<file path="src/rtl/core_pkg.sv">
// Shared definitions for the ARM-subset core: datapath widths, ALU command
// encodings and the packed decode-control bundle.
package core_pkg;

    localparam int WORD_WIDTH     = 32;
    localparam int REG_ADDR_WIDTH = 4;
    localparam int EXE_CMD_WIDTH  = 4;

    localparam logic [EXE_CMD_WIDTH-1:0] EXE_CMD_NOP = 4'd0;
    localparam logic [EXE_CMD_WIDTH-1:0] EXE_CMD_MOV = 4'd1;
    localparam logic [EXE_CMD_WIDTH-1:0] EXE_CMD_ADD = 4'd2;
    localparam logic [EXE_CMD_WIDTH-1:0] EXE_CMD_ADC = 4'd3;
    localparam logic [EXE_CMD_WIDTH-1:0] EXE_CMD_SUB = 4'd4;
    localparam logic [EXE_CMD_WIDTH-1:0] EXE_CMD_SBC = 4'd5;
    localparam logic [EXE_CMD_WIDTH-1:0] EXE_CMD_AND = 4'd6;
    localparam logic [EXE_CMD_WIDTH-1:0] EXE_CMD_ORR = 4'd7;
    localparam logic [EXE_CMD_WIDTH-1:0] EXE_CMD_EOR = 4'd8;
    localparam logic [EXE_CMD_WIDTH-1:0] EXE_CMD_MVN = 4'd9;

    typedef struct packed {
        logic mem_read;
        logic mem_write;
        logic wb_en;
        logic branch;
        logic status_en;
    } ctrl_bundle_t;

    localparam int CTRL_BUNDLE_WIDTH = $bits(ctrl_bundle_t);

endpackage

</file>
<file path="src/rtl/pipe_field_reg.sv">
// One field group of a pipeline register: rst > flush > freeze > load, where a
// load with i_valid low captures the per-instance bubble value instead of i_d.
module pipe_field_reg #(
    parameter int               WIDTH  = 1,
    parameter logic [WIDTH-1:0] BUBBLE = '0
) (
    input  logic             clk,
    input  logic             rst,
    input  logic             i_flush,
    input  logic             i_freeze,
    input  logic             i_valid,
    input  logic [WIDTH-1:0] i_d,
    output logic [WIDTH-1:0] o_q
);

    logic [WIDTH-1:0] r_q;

    // flush wins over freeze: a stalled instruction behind a taken branch is dead
    always_ff @(posedge clk) begin
        if (rst) begin
            r_q <= '0;
        end else if (i_flush) begin
            r_q <= BUBBLE;
        end else if (i_freeze) begin
            r_q <= r_q;
        end else if (!i_valid) begin
            r_q <= BUBBLE;
        end else begin
            r_q <= i_d;
        end
    end

    assign o_q = r_q;

endmodule

</file>
<file path="src/rtl/id_exe_reg.sv">
// ID/EX pipeline register with hold (freeze) and bubble (flush / valid_in=0).
// Optional forwarding source fields are added when ID_EXE_FWD_EN is defined.
module id_exe_reg
    import core_pkg::*;
#(
    parameter int WORD_WIDTH     = core_pkg::WORD_WIDTH,
    parameter int REG_ADDR_WIDTH = core_pkg::REG_ADDR_WIDTH,
    parameter int EXE_CMD_WIDTH  = core_pkg::EXE_CMD_WIDTH
) (
    input  logic                      clk,
    input  logic                      rst,
    input  logic                      freeze,
    input  logic                      flush,
    input  logic                      valid_in,
    input  logic [WORD_WIDTH-1:0]     pc_in,
    input  logic [WORD_WIDTH-1:0]     val_rn_in,
    input  logic [WORD_WIDTH-1:0]     val_rm_in,
    input  logic                      imm_in,
    input  logic [11:0]               shift_operand_in,
    input  logic [23:0]               signed_imm_24_in,
    input  logic [REG_ADDR_WIDTH-1:0] dest_in,
    input  logic [EXE_CMD_WIDTH-1:0]  exe_command_in,
    input  logic                      mem_read_in,
    input  logic                      mem_write_in,
    input  logic                      wb_en_in,
    input  logic                      branch_in,
    input  logic                      status_en_in,
    input  logic                      carry_in,
`ifdef ID_EXE_FWD_EN
    input  logic [REG_ADDR_WIDTH-1:0] src1_in,
    input  logic [REG_ADDR_WIDTH-1:0] src2_in,
    input  logic                      two_src_in,
    output logic [REG_ADDR_WIDTH-1:0] src1_out,
    output logic [REG_ADDR_WIDTH-1:0] src2_out,
    output logic                      two_src_out,
`endif
    output logic                      valid_out,
    output logic [WORD_WIDTH-1:0]     pc_out,
    output logic [WORD_WIDTH-1:0]     val_rn_out,
    output logic [WORD_WIDTH-1:0]     val_rm_out,
    output logic                      imm_out,
    output logic [11:0]               shift_operand_out,
    output logic [23:0]               signed_imm_24_out,
    output logic [REG_ADDR_WIDTH-1:0] dest_out,
    output logic [EXE_CMD_WIDTH-1:0]  exe_command_out,
    output logic                      mem_read_out,
    output logic                      mem_write_out,
    output logic                      wb_en_out,
    output logic                      branch_out,
    output logic                      status_en_out,
    output logic                      carry_out
);

    localparam int CTRL_W = 1 + CTRL_BUNDLE_WIDTH + EXE_CMD_WIDTH;
    localparam int DATA_W = 3 * WORD_WIDTH + REG_ADDR_WIDTH + 1;
    localparam int IMM_W  = 1 + 12 + 24;

    ctrl_bundle_t w_ctrl_in;
    ctrl_bundle_t w_ctrl_q;
    logic         w_valid_q;

    logic [CTRL_W-1:0] w_ctrl_grp_in;
    logic [CTRL_W-1:0] w_ctrl_grp_q;
    logic [DATA_W-1:0] w_data_grp_in;
    logic [DATA_W-1:0] w_data_grp_q;
    logic [IMM_W-1:0]  w_imm_grp_in;
    logic [IMM_W-1:0]  w_imm_grp_q;

    assign w_ctrl_in.mem_read  = mem_read_in;
    assign w_ctrl_in.mem_write = mem_write_in;
    assign w_ctrl_in.wb_en     = wb_en_in;
    assign w_ctrl_in.branch    = branch_in;
    assign w_ctrl_in.status_en = status_en_in;

    // The valid bit rides in the control group so it can never disagree with the
    // control bits: every path that clears one clears the other.
    assign w_ctrl_grp_in = {valid_in, w_ctrl_in, exe_command_in};
    assign w_data_grp_in = {pc_in, val_rn_in, val_rm_in, dest_in, carry_in};
    assign w_imm_grp_in  = {imm_in, shift_operand_in, signed_imm_24_in};

    pipe_field_reg #(
        .WIDTH  (CTRL_W),
        .BUBBLE ('0)
    ) u_ctrl_reg (
        .clk      (clk),
        .rst      (rst),
        .i_flush  (flush),
        .i_freeze (freeze),
        .i_valid  (valid_in),
        .i_d      (w_ctrl_grp_in),
        .o_q      (w_ctrl_grp_q)
    );

    pipe_field_reg #(
        .WIDTH  (DATA_W),
        .BUBBLE ('0)
    ) u_data_reg (
        .clk      (clk),
        .rst      (rst),
        .i_flush  (flush),
        .i_freeze (freeze),
        .i_valid  (valid_in),
        .i_d      (w_data_grp_in),
        .o_q      (w_data_grp_q)
    );

    pipe_field_reg #(
        .WIDTH  (IMM_W),
        .BUBBLE ('0)
    ) u_imm_reg (
        .clk      (clk),
        .rst      (rst),
        .i_flush  (flush),
        .i_freeze (freeze),
        .i_valid  (valid_in),
        .i_d      (w_imm_grp_in),
        .o_q      (w_imm_grp_q)
    );

    assign {w_valid_q, w_ctrl_q, exe_command_out} = w_ctrl_grp_q;
    assign {pc_out, val_rn_out, val_rm_out, dest_out, carry_out} = w_data_grp_q;
    assign {imm_out, shift_operand_out, signed_imm_24_out} = w_imm_grp_q;

    assign valid_out     = w_valid_q;
    assign mem_read_out  = w_ctrl_q.mem_read;
    assign mem_write_out = w_ctrl_q.mem_write;
    assign wb_en_out     = w_ctrl_q.wb_en;
    assign branch_out    = w_ctrl_q.branch;
    assign status_en_out = w_ctrl_q.status_en;

`ifdef ID_EXE_FWD_EN
    localparam int FWD_W = 2 * REG_ADDR_WIDTH + 1;

    logic [FWD_W-1:0] w_fwd_grp_in;
    logic [FWD_W-1:0] w_fwd_grp_q;

    assign w_fwd_grp_in = {src1_in, src2_in, two_src_in};

    pipe_field_reg #(
        .WIDTH  (FWD_W),
        .BUBBLE ('0)
    ) u_fwd_reg (
        .clk      (clk),
        .rst      (rst),
        .i_flush  (flush),
        .i_freeze (freeze),
        .i_valid  (valid_in),
        .i_d      (w_fwd_grp_in),
        .o_q      (w_fwd_grp_q)
    );

    assign {src1_out, src2_out, two_src_out} = w_fwd_grp_q;
`endif

endmodule

</file>
<file path="config.mk">
export PLATFORM = sky130hd
export DESIGN_NAME = id_exe_reg
export DESIGN_NICKNAME = d
export VERILOG_FILES = /design/src/rtl/core_pkg.sv /design/src/rtl/pipe_field_reg.sv /design/src/rtl/id_exe_reg.sv
export SDC_FILE = /design/constraint.sdc
export NUM_CORES = 1
export LEC_CHECK = 0
export BUFFER_PORTS_ARGS = -buffer_cell sky130_fd_sc_hd__buf_2
export CAP_MARGIN = 20
export CORE_AREA = 2 2 118 120
export DETAILED_ROUTE_END_ITERATION = 8
export DIE_AREA = 0 0 120 122
export PLACE_DENSITY = 0.82
export SETUP_SLACK_MARGIN = 0.4
export SLEW_MARGIN = 30
export SYNTH_ARGS = -nofsm -noshare
export SYNTH_HDL_FRONTEND = slang
export SYNTH_SLANG_ARGS = --single-unit
</file>
<file path="constraint.sdc">
create_clock -name clk -period 2.3 [get_ports clk]
set_input_delay 0 -clock clk [delete_from_list [all_inputs] [get_ports clk]]
set_output_delay 0 -clock clk [all_outputs]
set_load 0.005 [all_outputs]
</file>
# Word-level counts from Yosys, hierarchy flattened
# Cells that the tools add are included.
totals:
  regBits: 148
  out_inout_bits: 148
op_classes:
  muxes: 3
  n_reduce_logical: 1
op_table:
  columns: ["operator", "count"]
  rows:
  - ["two-way mux 101 bit", 1]
  - ["two-way mux 37 bit", 1]
  - ["two-way mux 10 bit", 1]
  - ["OR reduction 2 bit", 1]

# Depth between registers and ports, before layout
# Gate-level depths: netlist of the first run.
depth:
  ltp_word: 1
  mapped_depth: 5

# Cells and area by module
# From an unflattened synthesis of the first run, not the netlist that was laid out.
hier_totals:
  hier_cells: 659
  area_unflattened_um2: 6319.8
by_module_without_submodules:
  columns: ["mod", "instances", "cells_per_inst", "area_each_um2", "seq_area_each_um2"]
  rows:
  - ["pipe_field_reg at u_data_reg", 1, 449, 4295.4, 2021.9]
  - ["pipe_field_reg at u_imm_reg", 1, 165, 1591.5, 740.7]
  - ["pipe_field_reg at u_ctrl_reg", 1, 45, 432.9, 200.2]

# Worst setup path before layout of the first run
# OpenSTA, ideal clock, no wires.
synth_path:
  path_type: "input -> register"
  from: "input port flush"
  to: "register u_data_reg.r_q[10], in the netlist u_data_reg.o_q[10]"
  setup_time_ns: 0.066
  arrival_time_ns: 0.710
  required_ns: 2.234
  setup_slack_ns: 1.524
  path_stages: 5
  n_path_buf: 3
  cell_sequence: "or2_1 > buf_2 > buf_6 > buf_6 > a21oi_2"
synth_via:
  elab_chain_cells: 1
synth_lines:
  columns: ["item", "line", "rtl"]
  rows:
  - ["start: declaration", "id_exe_reg.sv:13", "input logic flush,"]
  - ["OR reduction 2 bit (no line)", null, null]
  - ["end signal: assignment", "pipe_field_reg.sv:25", "r_q <= r_q;"]
  - ["end signal: assignment", "pipe_field_reg.sv:29", "r_q <= i_d;"]
  - ["end: declaration", "pipe_field_reg.sv:16", "logic [WIDTH-1:0] r_q;"]
# No other way between the ends.
# A chain may end at the register's enable or synchronous reset.

# Worst setup path in the final report of the first run
layout_path:
  from: "input port valid_in"
  to: "register u_imm_reg.r_q[34], in the netlist u_imm_reg.o_q[34]"
layout_via:
  elab_chain_cells: 1
layout_lines:
  columns: ["item", "line", "rtl"]
  rows:
  - ["start: declaration", "id_exe_reg.sv:14", "input logic valid_in,"]
  - ["two-way mux 37 bit", "pipe_field_reg.sv:26", "end else if (!i_valid) begin"]
  - ["end signal: assignment", "pipe_field_reg.sv:25", null]
  - ["end signal: assignment", "pipe_field_reg.sv:29", null]
  - ["end: declaration", "pipe_field_reg.sv:16", null]
# No other way between the ends.

==> impl_metrics.tcl, run 1 <==
set metrics [dict create \
    worst_slew_pin_slew_ns 0.492 \
    status "finished, final reports clean" \
    drc 0 \
    path_class "in2reg" \
    cts-root-buf "clkbuf_16" \
    clockBufferDepth 2 \
    antenna_found_initial 0 \
    fillers 858 \
    h-tree-depth 4 \
    vias 6494 \
    rows 43 \
    drt_pre_antenna_iters 5 \
    cp_slowest_stage_delay_ns 0.56 \
    overflow 0 \
    place_congestion 0.751 \
    seqPwrFrac_pct 43.1 \
    power_frac_comb_pct 12.4 \
    grt_max_degree 78 \
    nets 1221 \
    fin_worst_skew_ns 0 \
    insertion_delay_ns 0.41 \
    critPathArrivalTime_ns 1.58 \
    p_sw_mw 1.42 \
    clk_pin_slew_worst_paths_ns 0.06 \
    ys_seq_elements 148 \
    grt_pass1_vias 6552 \
    timing.final.ws_setup_ns 1.07 \
    placed_cells 1082 \
    syn_area_per_cell_um2 9.37 \
    p_int_mw 4.73 \
    place.port_buffers 299 \
    cts.sinks 148 \
    end_kind "register" \
    netlist_area_um2 6160 \
    area_delta_synth_final_pct 57.3 \
    viasPerCell 5.15 \
    maxSlewHeadroom_pct 67.2 \
    ys_types 11 \
    post_drt_wl_per_cell_um 16.3 \
    path_cells "buf_4 -> buf_4 -> nand3b_1 -> a21oi_1 -> dlygate4sd3_1" \
    fmax_mhz 813 \
    leakage_nw 4.00 \
    io-pin-count 300 \
    drive_above_1_share_pct 40.7 \
    track_usage_pct 27.7 \
    yosysTopAreaCellShare_pct 48.1 \
    final_antenna_net_count 0 \
    post-place-ws_ns 1.16 \
    drt_iter0_markers 644 \
    hold_path.class "in2reg" \
    setup_violations 0 \
    max_cap_viol_count 0 \
    die_y_um 122 \
    synth_warnings 0 \
    syn_nets 810 \
    period_share_pct 53.5 \
    setup_tns_ns 0 \
    rsz0062_at_grt "false" \
    vdd_drop_max_mv 0.415 \
    finish.utilization_pct 71.8 \
    crit_path_top_delay_cell "dlygate4sd3_1" \
    p_per_area_nw_per_um2 634 \
    crit_top_cell "buf_4" \
    grt_pass1_wl_um 32500 \
    design.die.area_um2 14600 \
    period_needed_ns 1.23 \
    clock_power_share_pct 44.5 \
    cts_buffers 17 \
    netlist_instances 658 \
    fp.coreArea_um2 13500 \
    totalWireLength_um 20600 \
    floorplan.initialDensity_pct 45.6 \
    dp_hpwl_um 10600 \
    final_cells 1261 \
    drv_slew 0 \
    postCtsSetupBuffers 0 \
    cp.required_ns 2.65 \
    critPathMaxFanout 44 \
    yosysTopAreaCell "dfxtp_1" \
    die_x_um 120 \
    critPathLaunchType "input port" \
    yosys-top-cells-area "dfxtp_1 48%, nand3b_1 18%, a21oi_2 14%, nand2_1 9.0%, a21oi_1 3.8%" \
    synth_seq_area_share_pct 48.1 \
    hold_viol 0 \
    cts_tree "yes" \
    switching_share_pct 23.0 \
]
[sequential cells by signal (all words and copies together), names as in the netlist]
signal / count
u_ctrl_reg.o_q: 10
u_data_reg.o_q: 101
u_imm_reg.o_q: 37
[metal layers]
metal	routed length, µm	global-route usage, %
met1	7930	31.0
met2	10100	46.1
met3	1780	9.08
met4	798	16.3
met5	0	0
[repair_timing]
| action | 4_1_cts | 5_1_grt |
|---|---|---|
| hold buffers | 148 | 0 |
| resized for setup | 0 | 0 |
| endpoints found under the hold margin | 147 | 0 |
| setup endpoints to repair | 0 | 0 |
[cell type report]
cell class	instances	area (µm²)	share of cell area, %
clock buffer	22	484	4.99
timing repair buffer	458	3130	32.3
multi-input combinational	444	2790	28.8
sequential	148	2960	30.6
antenna	1	2.50	0.0258
clock inverter	8	100	1.03
tap	180	225	2.32
[placed cells by master (no fill, tap or decap)]
| cell | instances |
|---|---|
| clkbuf_16 | 17 |
| or2_4 | 1 |
| dfxtp_1 | 148 |
| buf_12 | 5 |
| inv_6 | 1 |
| buf_6 | 1 |
| clkbuf_8 | 4 |
| clkinv_4 | 1 |
| diode_2 | 1 |
| nand3b_1 | 147 |
| nand2_1 | 147 |
| bufinv_16 | 2 |
| dlygate4sd3_1 | 148 |
| clkbuf_1 | 1 |
| clkinv_2 | 3 |
| mux2i_1 | 1 |
| buf_4 | 7 |
| buf_2 | 297 |
| clkinvlp_4 | 1 |
| a21oi_2 | 100 |
| nor2_1 | 1 |
| a21oi_1 | 47 |
[power groups by stage]
| stage | logic [mW] | registers (mW) | clock network [mW] |
|---|---|---|---|
| floorplan | 0.322 | 2.70 | 0 |
| global placement | 0.536 | 2.70 | 0 |
| detailed placement | 0.541 | 2.70 | 0 |
| CTS | 0.737 | 2.64 | 2.78 |
| global route | 0.819 | 2.65 | 2.89 |
| finish | 0.762 | 2.65 | 2.74 |
[cell families (layout without fill, tap and decap cells)]
logic type	count (synthesis)	in the layout	synth area share [%]
and+or+nand+nor	296	296	27.0
DFF	148	148	48.1
AOI/OAI and AO/OA	147	147	18.0
buffers and inverters	66	488	6.72
muxes	1	1	0.162
other	0	1	0
[critical path: cells and delay by family]
family,cells,cell delay (ns)
buffers and inverters,3,1.29
AO/OA/AOI/OAI,1,0.15
AND/OR/NAND/NOR,1,0.13
[through the flow]
| stage | cell area (µm²) | hold slack (ns) | power, mW |
|---|---|---|---|
| 5_1_grt | 9690 | 0.0378 | 6.35 |
| 2_1_floorplan | 6160 | 0.164 | 3.02 |
| 3_3_place_gp | 7630 | 0.275 | 3.23 |
| 6_report | 9700 | 0.0229 | 6.14 |
| 3_5_place_dp | 7630 | 0.281 | 3.24 |
| 4_1_cts | 9690 | 0.00295 | 6.16 |
[final timing paths]
path	endpoint	slack, ns	cells past startpoint	startpoint
max	u_imm_reg.o_q[34]$_SDFFE_PP0N_	1.07	5	valid_in
min	u_imm_reg.o_q[22]$_SDFFE_PP0N_	0.02	3	freeze
max reg2reg	u_imm_reg.o_q[34]$_SDFFE_PP0N_	1.16	3	u_imm_reg.o_q[34]$_SDFFE_PP0N_
min reg2reg	u_imm_reg.o_q[32]$_SDFFE_PP0N_	0.46	2	u_imm_reg.o_q[32]$_SDFFE_PP0N_
[synthesized netlist by cell type]
cell,instances
nand2_1,147
nand3b_1,147
clkbuf_1,13
or2_1,1
a21oi_2,100
dfxtp_1,148
buf_6,16
a21oi_1,47
nor2_1,1
mux2i_1,1
buf_2,37
Power figures use the tool's default switching activity.
==> inputs of run 2 (changes only) <==
--- a/config.mk
+++ b/config.mk
@@ -7,9 +7,9 @@
 export LEC_CHECK = 0
 export BUFFER_PORTS_ARGS = -buffer_cell sky130_fd_sc_hd__buf_2
 export CAP_MARGIN = 20
-export CORE_AREA = 2 2 118 120
+export CORE_MARGIN = 1
+export CORE_UTILIZATION = 46
 export DETAILED_ROUTE_END_ITERATION = 8
-export DIE_AREA = 0 0 120 122
 export PLACE_DENSITY = 0.82
 export SETUP_SLACK_MARGIN = 0.4
 export SLEW_MARGIN = 30
==> constraint.sdc (replaced) <==
create_clock -name clk -period 1.2 [get_ports clk]
set_input_delay 0 -clock clk [delete_from_list [all_inputs] [get_ports clk]]
set_output_delay 0 -clock clk [all_outputs]
set_load 0.005 [all_outputs]
==> run 2 against run 1 <==
Setup slack got worse by 0.77 ns. Clock-buffer cell count fell by 2. Sequential cell count did not move. Register-to-register slack got worse by 0.81 ns. First-iteration DRC count rose by 1.1%. Worst hold slack got worse by 0.019 ns. Core utilization rose by 13 points. Clock power rose by 100%. Wire length rose by 24%. Non-clock buffer count rose by 53. Highest routed layer unchanged.
==> impl_metrics.tcl, run 2 (same netlist as run 1, synthesis figures left out) <==
set metrics [dict create \
    status "finished, final reports clean" \
    insertion_delay_ns 0.41 \
    place_congestion 0.807 \
    rows 41 \
    cts_tree "yes" \
    r2r_start "u_imm_reg.o_q[12]$_SDFFE_PP0N_" \
    fmax_mhz 1110 \
    cp.required_ns 1.20 \
    drc 0 \
    drt_pre_antenna_iters 7 \
    setup_tns_ns 0 \
    area_delta_synth_final_pct 76.8 \
    hold_path_end "u_data_reg.o_q[14]$_SDFFE_PP0N_" \
    path_class "reg2out" \
    critPathLaunchType "register" \
    hold_path.class "in2reg" \
    final_common_cell "buf_2" \
    h-tree-depth 4 \
    power_frac_comb_pct 13.5 \
    path_cells "buf_2" \
    die_x_um 118 \
    floorplan.initialDensity_pct 48.1 \
    ff2ff_setup_slack_ns 0.35 \
    grt_pass1_vias 6843 \
    dp_hpwl_um 10700 \
    fp.coreArea_um2 12800 \
    grt_pass1_wl_um 34400 \
    leakage_nw 4.44 \
    track_usage_pct 31.2 \
    p_per_area_nw_per_um2 1130 \
    overflow 0 \
    period_needed_ns 0.899 \
    hold_ws_ns 0.00420 \
    cts_buffers 17 \
    crit_path_top_delay_cell "dfxtp_2" \
    maxSlewHeadroom_pct 74.8 \
    max_cap_viol_count 0 \
    vdd_drop_max_mv 0.835 \
    worst_slew_pin_slew_ns 0.378 \
    nets 1274 \
    finish.utilization_pct 85.0 \
    final_cells 1307 \
    switching_share_pct 23.9 \
    totalWireLength_um 25600 \
    final_cell_mix "205 x buf_2, 148 x dfxtp_2, 147 x nand2_1, 147 x nand3b_1, 147 x dlygate4sd3_1" \
    setup_violations 0 \
    antenna_found_initial 0 \
    period_share_pct 74.9 \
    post_drt_wl_per_cell_um 19.6 \
    cts.sinks 148 \
    fin_worst_skew_ns 0 \
    final_cell_area_um2 10900 \
    hp-start "flush" \
    critPathMaxFanout 2 \
    grt_max_degree 87 \
    clockBufferDepth 2 \
    cp_slowest_stage_delay_ns 0.36 \
    placed_cells 1081 \
    viasPerCell 5.48 \
    reg2reg_depth 4 \
    hold_viol 0 \
    die_y_um 118 \
    largest_reg_flops 101 \
    cp.depth 1 \
    reg2reg_to "u_imm_reg.o_q[12]$_SDFFE_PP0N_" \
    seqPwrFrac_pct 41.4 \
    vias 7162 \
    placed_area_um2 7680 \
    p_sw_mw 2.95 \
    clock_power_share_pct 45.1 \
    place.port_buffers 299 \
    n_antenna_cell 0 \
    p_int_mw 9.39 \
    final_antenna_net_count 0 \
    clk_pin_slew_worst_paths_ns 0.06 \
    cp_top_family "flip-flops" \
    end_kind "output port" \
    drt_iter0_markers 651 \
    drive_above_1_share_pct 56.7 \
    critPathArrivalTime_ns 0.90 \
    rsz0062_at_grt "true" \
    drv_slew 0 \
    cts-root-buf "clkbuf_16" \
    io-pin-count 300 \
    crit_start "u_data_reg.o_q[77]$_SDFFE_PP0N_" \
    design.die.area_um2 13900 \
    crit_buf_inv 1 \
    hold_depth 3 \
]
-- run 2: changes by cell type in the layout (fill, tap and decap cells not counted), sizes merged --
cell and delta:
clkinvlp +3, dlymetal6s4s +2, clkbuf -2, diode -1, dlygate4sd3 -1, buf +52
bufinv +1
-- run 2: worst max path at each step --
| stage | endpoint | slack [ns] |
|---|---|---|
| finish | pc_out[8] | 0.30 |
| global route | signed_imm_24_out[17] | 0.28 |
| CTS | shift_operand_out[10] | 0.33 |
| detailed placement | u_data_reg.o_q[56]$_SDFFE_PP0N_ | 0.27 |
| global placement | u_data_reg.o_q[85]$_SDFFE_PP0N_ | 0.29 |
| floorplan | u_data_reg.o_q[10]$_SDFFE_PP0N_ | 0.42 |
-- run 2: final cells by class --
class | instances | area (µm²)
well taps | 172 | 215
fillers | 558 | 1930
repair buffers | 511 | 4130
clock inverters | 12 | 153
multi-input cells | 444 | 2790
clock buffers | 20 | 467
flip-flops and latches | 148 | 3150
-- run 2: per-layer routing --
metal	wire, µm	part of all wire (%)	global-route usage (%)	vias up
met5	0	0	0	-
li1	-	-	-	3158
met1	9010	35	32.1	3395
met3	1950	7.6	8.38	134
met2	13100	51	56.6	475
met4	1570	6.1	17.9	0
-- run 2: power groups by stage --
stage          clock network, mW  registers, mW  logic, mW
6_report                    5.56           5.11       1.67
5_1_grt                     5.84           5.11       1.76
4_1_cts                     5.53           5.09       1.48
3_5_place_dp                   0           5.17       1.05
3_3_place_gp                   0           5.17       1.04
2_1_floorplan                  0           5.18      0.617
-- run 2: timing repair --
action,4_1_cts,5_1_grt
endpoints found under the hold margin,147,0
endpoints found under the setup margin,148,156
gates cloned,0,0
buffers inserted,10,35
hold buffers,149,0
resized for setup,193,49
-- run 2: per-stage QoR --
step	worst slack, ns	power [mW]
3_5_place_dp	0.266	6.22
5_1_grt	0.281	12.7
3_3_place_gp	0.288	6.21
6_report	0.301	12.3
2_1_floorplan	0.424	5.80
4_1_cts	0.328	12.1
==> inputs of run 3 (changes only) <==
--- a/config.mk
+++ b/config.mk
@@ -5,10 +5,11 @@
 export SDC_FILE = /design/constraint.sdc
 export NUM_CORES = 1
 export LEC_CHECK = 0
+export ABC_AREA = 1
 export BUFFER_PORTS_ARGS = -buffer_cell sky130_fd_sc_hd__buf_2
 export CAP_MARGIN = 20
 export CORE_MARGIN = 1
-export CORE_UTILIZATION = 46
+export CORE_UTILIZATION = 45
 export DETAILED_ROUTE_END_ITERATION = 8
 export PLACE_DENSITY = 0.82
 export SETUP_SLACK_MARGIN = 0.4
==> constraint.sdc (replaced) <==
create_clock -name clk -period 0.9 [get_ports clk]
set_input_delay 0 -clock clk [delete_from_list [all_inputs] [get_ports clk]]
set_output_delay 0 -clock clk [all_outputs]
set_load 0.005 [all_outputs]
==> run 3 against run 2 <==
The flow now finishes with violations (hold timing, setup timing). Clock-buffer cell count stayed put. Wire length is 27% higher. Synthesized cell count is 0.30% higher. Area after synthesis is 5.7% lower. Via count is 9.9% higher. Highest routed layer unchanged. Die area is 3.6% lower. Setup slack worse by 0.32 ns. Combinational power is 52% higher. Clock power is 40% higher. Sequential share of layout area is 1.9 points lower. Global-route usage is 2.6 points higher.
==> impl_metrics.tcl, run 3 <==
set metrics [dict create \
    design.die.area_um2 13400 \
    final_antenna_net_count 0 \
    ys_seq_elements 148 \
    post_drt_wl_per_cell_um 24.4 \
    vias 7868 \
    hold_buffers 110 \
    largest_reg_flops 101 \
    drt_pre_antenna_iters 6 \
    syn_area_per_cell_um2 8.80 \
    final_cell_area_um2 11700 \
    antenna_found_initial 1 \
    h-tree-depth 4 \
    place.port_buffers 299 \
    critPathLaunchType "register" \
    yosys_most_used_dff "dfxtp_1" \
    ff2ff_setup_slack_ns 0.02 \
    syn_nets 812 \
    track_usage_pct 33.8 \
    rsz0062_at_grt "true" \
    io-pin-count 300 \
    yosys-top-cells-area "dfxtp_1 51%, a21oi_2 15%, nand3_1 13%, nand2_1 9.6%, a21oi_1 4.0%" \
    r2r_start "u_data_reg.o_q[57]$_SDFFE_PP0N_" \
    reg2reg_depth 3 \
    clk_pin_slew_worst_paths_ns 0.07 \
    vdd_drop_max_mv 1.13 \
    floorplan.initialDensity_pct 46.0 \
    hold_path.class "in2reg" \
    grt_max_degree 59 \
    dp_hpwl_um 11500 \
    worst_slew_pin_slew_ns 0.465 \
    area_delta_synth_final_pct 101 \
    async_flop_share_pct 0 \
    maxSlewHeadroom_pct 69.0 \
    drive_above_1_share_pct 73.9 \
    cp.required_ns 0.90 \
    reg2reg_to "u_data_reg.o_q[57]$_SDFFE_PP0N_" \
    status "finished with violations" \
    fillers 429 \
    hold_path_end "u_data_reg.o_q[67]$_SDFFE_PP0N_" \
    p_per_area_nw_per_um2 1470 \
    multi_input_area_um2 3020 \
    synth_seq_area_share_pct 51.0 \
    crit_start "u_data_reg.o_q[62]$_SDFFE_PP0N_" \
    path_class "reg2out" \
    place_congestion 0.795 \
    clockBufferDepth 2 \
    hold_viol 37 \
    netlist_area_um2 5810 \
    totalWireLength_um 32400 \
    timing.final.ws_setup_ns -0.0194 \
    crit_buf_inv 1 \
    period_needed_ns 0.919 \
    cts_buffers 17 \
    hp-start "val_rn_in[30]" \
    period_share_pct 102 \
    cts-root-buf "clkbuf_16" \
    yosysTopAreaCell "dfxtp_1" \
    drv_slew 0 \
    nets 1294 \
    crit_path_top_delay_cell "dfxtp_2" \
    final_common_cell "buf_2" \
    leakage_nw 4.96 \
    drc 0 \
    die_y_um 116 \
    insertion_delay_ns 0.42 \
    cp_top_family "flip-flops" \
    cp_slowest_stage_delay_ns 0.39 \
    grt_pass1_vias 6877 \
    netlist_instances 660 \
    cts.sinks 148 \
    end_kind "output port" \
    fmax_mhz 1090 \
    grt_pass1_wl_um 34600 \
    drt_iter0_markers 753 \
    max_cap_viol_count 0 \
    synth_commonest_cells "149 x nand2_1, 148 x dfxtp_1, 147 x nand3_1" \
    critPathArrivalTime_ns 0.92 \
    ys_types 12 \
    synth_edf_count 0 \
    hold_depth 3 \
    path_cells "buf_6" \
    placed_area_um2 7570 \
    post-place-ws_ns 0.0261 \
    yosysTopAreaCellShare_pct 51.0 \
    fp.coreArea_um2 12600 \
    critPathMaxFanout 2 \
    setup_violations 5 \
    setup_tns_ns -0.0523 \
    viasPerCell 5.92 \
    cts_tree "yes" \
    violations "hold timing, setup timing" \
    overflow 0 \
    final_cell_mix "195 x buf_2, 188 x buf_6, 147 x nand3_1, 147 x dfxtp_2, 141 x a21oi_2" \
    hold_ws_ns -0.126 \
    synth.most_common_cell "nand2_1" \
    regArea_um2 3150 \
    fin_worst_skew_ns 0 \
    synth_warnings 0 \
    die_x_um 116 \
    rows 41 \
]
## run 3: how the worst max path moves through the flow
stage,slack [ns],endpoint,depth (start not counted)
after floorplan,0.13,u_data_reg.o_q[22]$_SDFFE_PP0N_,5
after global placement,0.03,u_imm_reg.o_q[2]$_SDFFE_PP0N_,4
after detailed placement,0.03,u_data_reg.o_q[9]$_SDFFE_PP0N_,4
after CTS,0.02,shift_operand_out[10],1
after global routing,-0.04,val_rn_out[25],1
final,-0.02,val_rn_out[25],1
## run 3: cell type report
type                            instances  area share [%]
Multi-Input combinational cell        445            25.9
Clock buffer                           20            3.91
Clock inverter                         12            1.53
Timing Repair Buffer                  529            39.7
Sequential cell                       148            27.0
Antenna cell                            1          0.0214
Tap cell                              172            1.84
Inverter                                1          0.0536
## run 3: logic make-up after synthesis
kind of cell	after synthesis	synth area share, %
AOI/OAI and AO/OA	148	19.3
buffers and inverters	67	7.32
DFF	148	51.0
and+or+nand+nor	297	22.4
## run 3: repair_timing
item / 4_1_cts / 5_1_grt
endpoints found under the hold margin: 147 / 39
gates resized for setup: 297 / 204
endpoints found under the setup margin: 296 / 296
buffers inserted: 16 / 76
pin swaps: 132 / 49
## run 3: where the power goes
group / leakage [nW] / total [mW] / internal (mW) / switching [mW]
registers: 1.27 / 6.84 / 6.71 / 0.134
logic: 3.39 / 2.54 / 1.24 / 1.29
clock network: 0.302 / 7.77 / 4.80 / 2.97
total: 4.96 / 17.2 / 12.7 / 4.40
## run 3: layer usage
layer	wire (µm)	global-route usage, %	up-vias
met5	0	0	-
met4	2780	23.0	0
met3	3280	9.62	258
met2	15700	57.1	679
met1	10700	37.0	3729
li1	-	-	3202
## run 3: per-stage QoR
step,util [%],cells,power (mW)
floorplan,-,660,7.71
global placement,60.0,1093,8.36
detailed placement,60.0,1093,8.37
CTS,80.5,1251,16.4
global route,92.5,1327,17.5
finish,92.5,1328,17.2
